[src/rtl/dtw_accel_seq_ctrl.sv]
// Job sequencer between the AXIS sink FIFO and the DTW core.
// Loads the query buffer, starts the core, streams the reference samples,
// then captures the score and the job cycle count.
module dtw_accel_seq_ctrl #(
  parameter int unsigned DATA_WIDTH     = 8,
  parameter int unsigned QRY_ADDR_WIDTH = 8,
  parameter int unsigned LEN_WIDTH      = 16,
  parameter int unsigned SCORE_WIDTH    = 32,
  parameter int unsigned CYC_WIDTH      = 32
) (
  input  logic                      ACLK,
  input  logic                      ARESET,
  input  logic                      start,
  input  logic                      abort,
  input  logic [LEN_WIDTH-1:0]      qry_len,
  input  logic [LEN_WIDTH-1:0]      ref_len,
  output logic                      dtw_fifo_rden,
  input  logic [DATA_WIDTH-1:0]     dtw_fifo_dout,
  input  logic                      dtw_fifo_empty,
  output logic                      qry_we,
  output logic [QRY_ADDR_WIDTH-1:0] qry_addr,
  output logic [DATA_WIDTH-1:0]     qry_data,
  output logic                      core_start,
  output logic                      core_abort,
  output logic                      ref_valid,
  output logic [DATA_WIDTH-1:0]     ref_data,
  output logic                      ref_last,
  input  logic                      ref_ready,
  input  logic                      core_done,
  input  logic [SCORE_WIDTH-1:0]    core_score,
  output logic                      busy,
  output logic                      done,
  output logic                      aborted,
  output logic                      cfg_err,
  output logic [SCORE_WIDTH-1:0]    score,
  output logic [CYC_WIDTH-1:0]      job_cycles
);

  localparam logic [1:0] S_IDLE       = 2'd0;
  localparam logic [1:0] S_LOAD_QRY   = 2'd1;
  localparam logic [1:0] S_STREAM_REF = 2'd2;
  localparam logic [1:0] S_WAIT_DONE  = 2'd3;

  // One bit wider than the length ports so a full 2**QRY_ADDR_WIDTH query is representable.
  localparam logic [LEN_WIDTH:0] QRY_MAX = (LEN_WIDTH+1)'(2**QRY_ADDR_WIDTH);

  logic [1:0]           state;
  logic [LEN_WIDTH-1:0] cnt;
  logic [LEN_WIDTH-1:0] qlen_r;
  logic [LEN_WIDTH-1:0] rlen_r;

  logic in_load;
  logic in_stream;
  logic qry_pop;
  logic ref_hs;
  logic start_ok;

  // Datapath strobes derived from the current state and FIFO status.
  always_comb begin
    in_load       = (state == S_LOAD_QRY);
    in_stream     = (state == S_STREAM_REF);
    qry_pop       = in_load && !dtw_fifo_empty;
    ref_valid     = in_stream && !dtw_fifo_empty;
    ref_hs        = ref_valid && ref_ready;
    ref_last      = ref_valid && (cnt == rlen_r - LEN_WIDTH'(1));
    dtw_fifo_rden = qry_pop || ref_hs;
    qry_we        = qry_pop;
    qry_addr      = in_load ? cnt[QRY_ADDR_WIDTH-1:0] : '0;
    qry_data      = in_load ? dtw_fifo_dout : '0;
    ref_data      = in_stream ? dtw_fifo_dout : '0;
    busy          = (state != S_IDLE);
    start_ok      = (qry_len != '0) && ({1'b0, qry_len} <= QRY_MAX) && (ref_len != '0);
  end

  // Job FSM, counters, status pulses and result capture.
  always_ff @(posedge ACLK) begin
    if (ARESET) begin
      state      <= S_IDLE;
      cnt        <= '0;
      qlen_r     <= '0;
      rlen_r     <= '0;
      score      <= '0;
      job_cycles <= '0;
      cfg_err    <= 1'b0;
      core_start <= 1'b0;
      core_abort <= 1'b0;
      done       <= 1'b0;
      aborted    <= 1'b0;
    end else begin
      core_start <= 1'b0;
      core_abort <= 1'b0;
      done       <= 1'b0;
      aborted    <= 1'b0;
      if (busy && job_cycles != '1) begin
        job_cycles <= job_cycles + CYC_WIDTH'(1);
      end
      // Abort takes priority over any same-cycle progress, including core_done.
      if (busy && abort) begin
        state      <= S_IDLE;
        cnt        <= '0;
        core_abort <= 1'b1;
        aborted    <= 1'b1;
      end else begin
        case (state)
          S_IDLE: begin
            if (start) begin
              if (start_ok) begin
                qlen_r     <= qry_len;
                rlen_r     <= ref_len;
                cnt        <= '0;
                job_cycles <= '0;
                cfg_err    <= 1'b0;
                state      <= S_LOAD_QRY;
              end else begin
                cfg_err <= 1'b1;
              end
            end
          end
          S_LOAD_QRY: begin
            if (qry_pop) begin
              if (cnt == qlen_r - LEN_WIDTH'(1)) begin
                cnt        <= '0;
                core_start <= 1'b1;
                state      <= S_STREAM_REF;
              end else begin
                cnt <= cnt + LEN_WIDTH'(1);
              end
            end
          end
          S_STREAM_REF: begin
            if (ref_hs) begin
              cnt <= cnt + LEN_WIDTH'(1);
              if (ref_last) begin
                state <= S_WAIT_DONE;
              end
            end
          end
          S_WAIT_DONE: begin
            if (core_done) begin
              score <= core_score;
              done  <= 1'b1;
              state <= S_IDLE;
            end
          end
          default: state <= S_IDLE;
        endcase
      end
    end
  end

endmodule

[config.mk]
export PLATFORM = sky130hd
export DESIGN_NAME = dtw_accel_seq_ctrl
export DESIGN_NICKNAME = d
export VERILOG_FILES = /design/src/rtl/dtw_accel_seq_ctrl.sv
export SDC_FILE = /design/constraint.sdc
export NUM_CORES = 1
export LEC_CHECK = 0
export ABC_AREA = 1
export BUFFER_PORTS_ARGS = -buffer_cell sky130_fd_sc_hd__buf_2
export CAP_MARGIN = 20
export CORE_ASPECT_RATIO = 1.2
export CORE_MARGIN = 8
export CORE_UTILIZATION = 38
export CTS_BUF_LIST = sky130_fd_sc_hd__clkbuf_4
export CTS_CLUSTER_DIAMETER = 50
export CTS_CLUSTER_SIZE = 20
export DETAILED_ROUTE_END_ITERATION = 8
export HOLD_SLACK_MARGIN = 0.1
export PLACE_DENSITY = 0.69
export SLEW_MARGIN = 25
export SYNTH_ARGS = -nofsm -noshare
export SYNTH_HDL_FRONTEND = slang
export SYNTH_SLANG_ARGS = --single-unit
[constraint.sdc]
create_clock -name ACLK -period 4.61 [get_ports ACLK]
set_clock_uncertainty 0.2 [all_clocks]
set_input_delay 0.2305 -clock ACLK [delete_from_list [all_inputs] [get_ports ACLK]]
set_output_delay 0.2305 -clock ACLK [all_outputs]
set_load 0.01 [all_outputs]
==> summary.md <==
| Metric | Value |
|---|---|
| Reg-to-Reg Start | state[0]$_SDFFE_PP0P_ |
| Most frequently used flop master after synthesis | sky130_fd_sc_hd__dfxtp_1 |
| Total wirelength of the detailed-routed design | roughly 22 mm |
| Final weighted congestion in routability-driven placement | 0.929 |
| Clock buffer count from CTS | 17 |
| Total global routing track utilization | a little under a fifth |
| Yosys warning count | 0 |
| Maximum net fanout on the critical path | 12 |
| Count of distinct cell types in the synthesized netlist | 43 |
| Maximum root-to-sink buffer count | 2 |
| # port buffers | 176 |
| Total power density per cell area | 244 nW/um^2 |
| Required time of the worst setup path | 4.18 ns |
| Nature of the critical path endpoint | output pin |
| Start point of the worst hold path | qry_len[12] |
| Setup-violating endpoint count in the final report | 0 |
| Most frequent cells after synthesis | sky130_fd_sc_hd__nand2_1, sky130_fd_sc_hd__nor2_1, sky130_fd_sc_hd__inv_1, sky130_fd_sc_hd__dfxtp_1, sky130_fd_sc_hd__o21ai_0 |
| Die H | 163 um |
| WHS Path Cells | 7 |
| Asr flop ratio synth | 0% |
| Peak clock frequency supported by timing | 295 MHz |
| Gate count of the mapped netlist | 1045 |
| Mean instance size in the synthesized netlist | roughly 6.5 sq um |
| Clock slew seen by the registers of the worst setup and hold paths | about 0.11 ns |
| Leading area contributor after synthesis | sky130_fd_sc_hd__dfxtp_1 |
| Core ar. | approximately 18000 sq um |
| Sort of element at the start of the critical path | flip-flop |
| CTS Sinks | approximately 120 |
| Fin Setup TNS | 0 ns |
| Placement-stage worst setup slack | 1.40 ns |
| Area share of the leading cell type in the synthesized netlist | 34.6% |
| Post-Synthesis Net Count | 1132 |
| Register bit count reported by yosys | 118 |
| Total number of nets in the final design | 1402 |
| Count of buffers added by post-CTS timing repair for setup | 0 |
| Reg-to-Reg End | cnt[1]$_SDFFE_PP0P_ |
| DRC violation total after the first TritonRoute iteration | 348 |
| Depth of the CTS H-tree | 4 |
| Detailed Routing Iterations Pass 1 | 6 |
| Clock tree from TritonCTS | yes |
| CTS Root Buffer Type | sky130_fd_sc_hd__clkbuf_4 |
| Number of enable-type register cells in the synthesized netlist | 0 |
| Pin count of the biggest net entering global routing | 43 |
| DRC Markers | 0 |
| Area growth, synth to finish | 34.9% |
| Final HPWL DP | about 15 mm |
| Top Ports | approximately 180 |
| Wire length of the first global-routing pass | approximately 36 mm |
| Site row count | 53 |
| Path class of the lowest-slack min-delay path | in2reg |
| Number of global-route vias before repair | 7690 |
| Cell area after synthesis | 6830 sq um |
| Type of the setup path with the least slack | reg2out |
| Register-to-register setup slack | roughly 1.4 ns |
| Overflow after GRT | 0 |
| Largest cells by area after synthesis | sky130_fd_sc_hd__dfxtp_1, sky130_fd_sc_hd__nand2_1, sky130_fd_sc_hd__nor2_1 |
| Share of the yosys chip area belonging to registers | 34.6% |
| Clk Latency, worst-skew pair | 0.55 ns |
| Setup repair after global routing missed its margin | false |
| Number of max-cap violations | 0 |
| Layout cells sized above 1 | 18.6% |
| Period utilisation layout | between 70% and 80% |
| Initial cell density of the core | between 30% and 40% |
| WL per Instance | 13.9 um |
| Number of hold violations in the final report | 0 |
| Run status | completed |
| Worst setup slack after layout | between 1 and 1.5 ns |
| Most instantiated library cell after synthesis | sky130_fd_sc_hd__nand2_1 |
| Max Transition Viols Final | 0 |
| Terminating pin of the worst hold path | qlen_r[5]$_SDFFE_PP0P_ |
| IR drop worst, VDD | 148 uV |
| Worst slew margin relative to its limit | 33.7% |
| Die Width | 138 um |
| Final Critical Period | 3.40 ns |
| Least-Margin Pin Slew | between 0.9 and 1 ns |
| Detailed-route via count | 7621 |
| FF-to-FF path depth | 10 |
| Detailed-route vias per instance | between 4 and 5 |
| Leak | between 0.004 and 0.005 uW |
| Die ar. | 22500 sq um |
| Count of nets left with antenna violations after detail routing | 0 |
| Initial antenna violation count | 2 |
| Worst EP arrival | 2.96 ns |
cell families (layout without fill, tap and decap cells):
family	after synthesis	after routing	synth area share (%)
AOI/OAI and AO/OA	129	129	10.6
xor gates and xnor gates	51	51	6.54
adders and majority gates	8	8	1.47
buffers and inverters	166	448	9.62
DFF	118	118	34.6
other	0	2	0
and+or+nand+nor	573	573	37.1
sequential cells by signal, summed over array words and instances, names as in the netlist:
| register | count |
|---|---|
| aborted | 1 |
| cfg_err | 1 |
| cnt | 16 |
| core_start | 1 |
| done | 1 |
| job_cycles | 32 |
| qlen_r | 16 |
| rlen_r | 16 |
| score | 32 |
| state | 2 |
layer usage:
layer,vias up,wire length (um),part of all wire [%],GRT usage [%]
li1,3873,-,-,-
met1,3480,8730,41,19.8
met2,218,10900,51,35.2
met3,50,1180,5.5,4.87
met4,0,701,3.3,9.55
met5,-,0,0,0
through the flow:
stage | power [uW] | instance area (sq um) | hold slack [ns] | cells | util [%]
final | 2240 | 9210 | 0.183 | 1549 | 52.4
after global routing | 2360 | 9210 | 0.170 | 1549 | 52.4
after CTS | 2270 | 9210 | 0.124 | 1547 | 52.4
after detailed placement | 1440 | 7840 | 0.260 | 1407 | 44.6
after global placement | 1430 | 7840 | 0.256 | 1407 | 44.6
after floorplan | 1320 | 6830 | 0.165 | 1045 | -
layout by cell type (no fill, tap or decap), types with 14 or more instances in the layout:
master and instances:
sky130_fd_sc_hd__nand2_1 221, sky130_fd_sc_hd__inv_1 123, sky130_fd_sc_hd__xor2_1 38, sky130_fd_sc_hd__a21oi_1 37, sky130_fd_sc_hd__nor2_1 200, sky130_fd_sc_hd__nor3_1 21, sky130_fd_sc_hd__buf_2 176, sky130_fd_sc_hd__clkbuf_4 17
sky130_fd_sc_hd__nand3_1 60, sky130_fd_sc_hd__o21ai_0 61, sky130_fd_sc_hd__dlygate4sd3_1 109, sky130_fd_sc_hd__dfxtp_1 118, sky130_fd_sc_hd__a211oi_1 23, sky130_fd_sc_hd__nand4_1 14
critical path, stage by stage (launching register included):
cell	delay, ns
sky130_fd_sc_hd__dfxtp_1	0.35
sky130_fd_sc_hd__inv_1	0.10
sky130_fd_sc_hd__ha_1	0.40
sky130_fd_sc_hd__inv_1	0.15
sky130_fd_sc_hd__nor2_1	0.20
sky130_fd_sc_hd__nand3_1	0.18
sky130_fd_sc_hd__nor3_1	0.23
sky130_fd_sc_hd__nand3_1	0.10
sky130_fd_sc_hd__nor2_1	0.11
sky130_fd_sc_hd__nand3_1	0.08
sky130_fd_sc_hd__nor4_1	0.32
sky130_fd_sc_hd__buf_2	0.20
timing repair:
item                                   CTS  global route
endpoints found under the hold margin   73             0
hold buffers                           109             0
gates resized for setup                  0             0
worst max-delay path by stage:
| stage | slack, ns | end | from | cells past startpoint |
|---|---|---|---|---|
| 2_1_floorplan | 2.37 | ref_last | state[0]$_SDFFE_PP0P_ | 10 |
| 3_3_place_gp | 1.53 | cnt[1]$_SDFFE_PP0P_ | state[0]$_SDFFE_PP0P_ | 10 |
| 3_5_place_dp | 1.40 | cnt[2]$_SDFFE_PP0P_ | state[0]$_SDFFE_PP0P_ | 10 |
| 4_1_cts | 1.18 | ref_last | state[0]$_SDFFE_PP0P_ | 11 |
| 5_1_grt | 0.87 | ref_last | state[0]$_SDFFE_PP0P_ | 11 |
| 6_report | 1.21 | ref_last | state[0]$_SDFFE_PP0P_ | 11 |
area by class of cell:
type	instances	area (sq um)
fillers	1751	8360
multi-input cells	761	3810
flip-flops and latches	118	2360
repair buffers	289	2000
inverters	128	480
well taps	220	275
clock inverters	14	151
clock buffers	17	128
diodes	2	5.00
power by group:
group          internal, uW  switching [uW]  total (uW)
Clock                   323             442         765
Sequential             1040            13.2        1050
Combinational           167             263         430
Power figures use the tool's default switching activity.
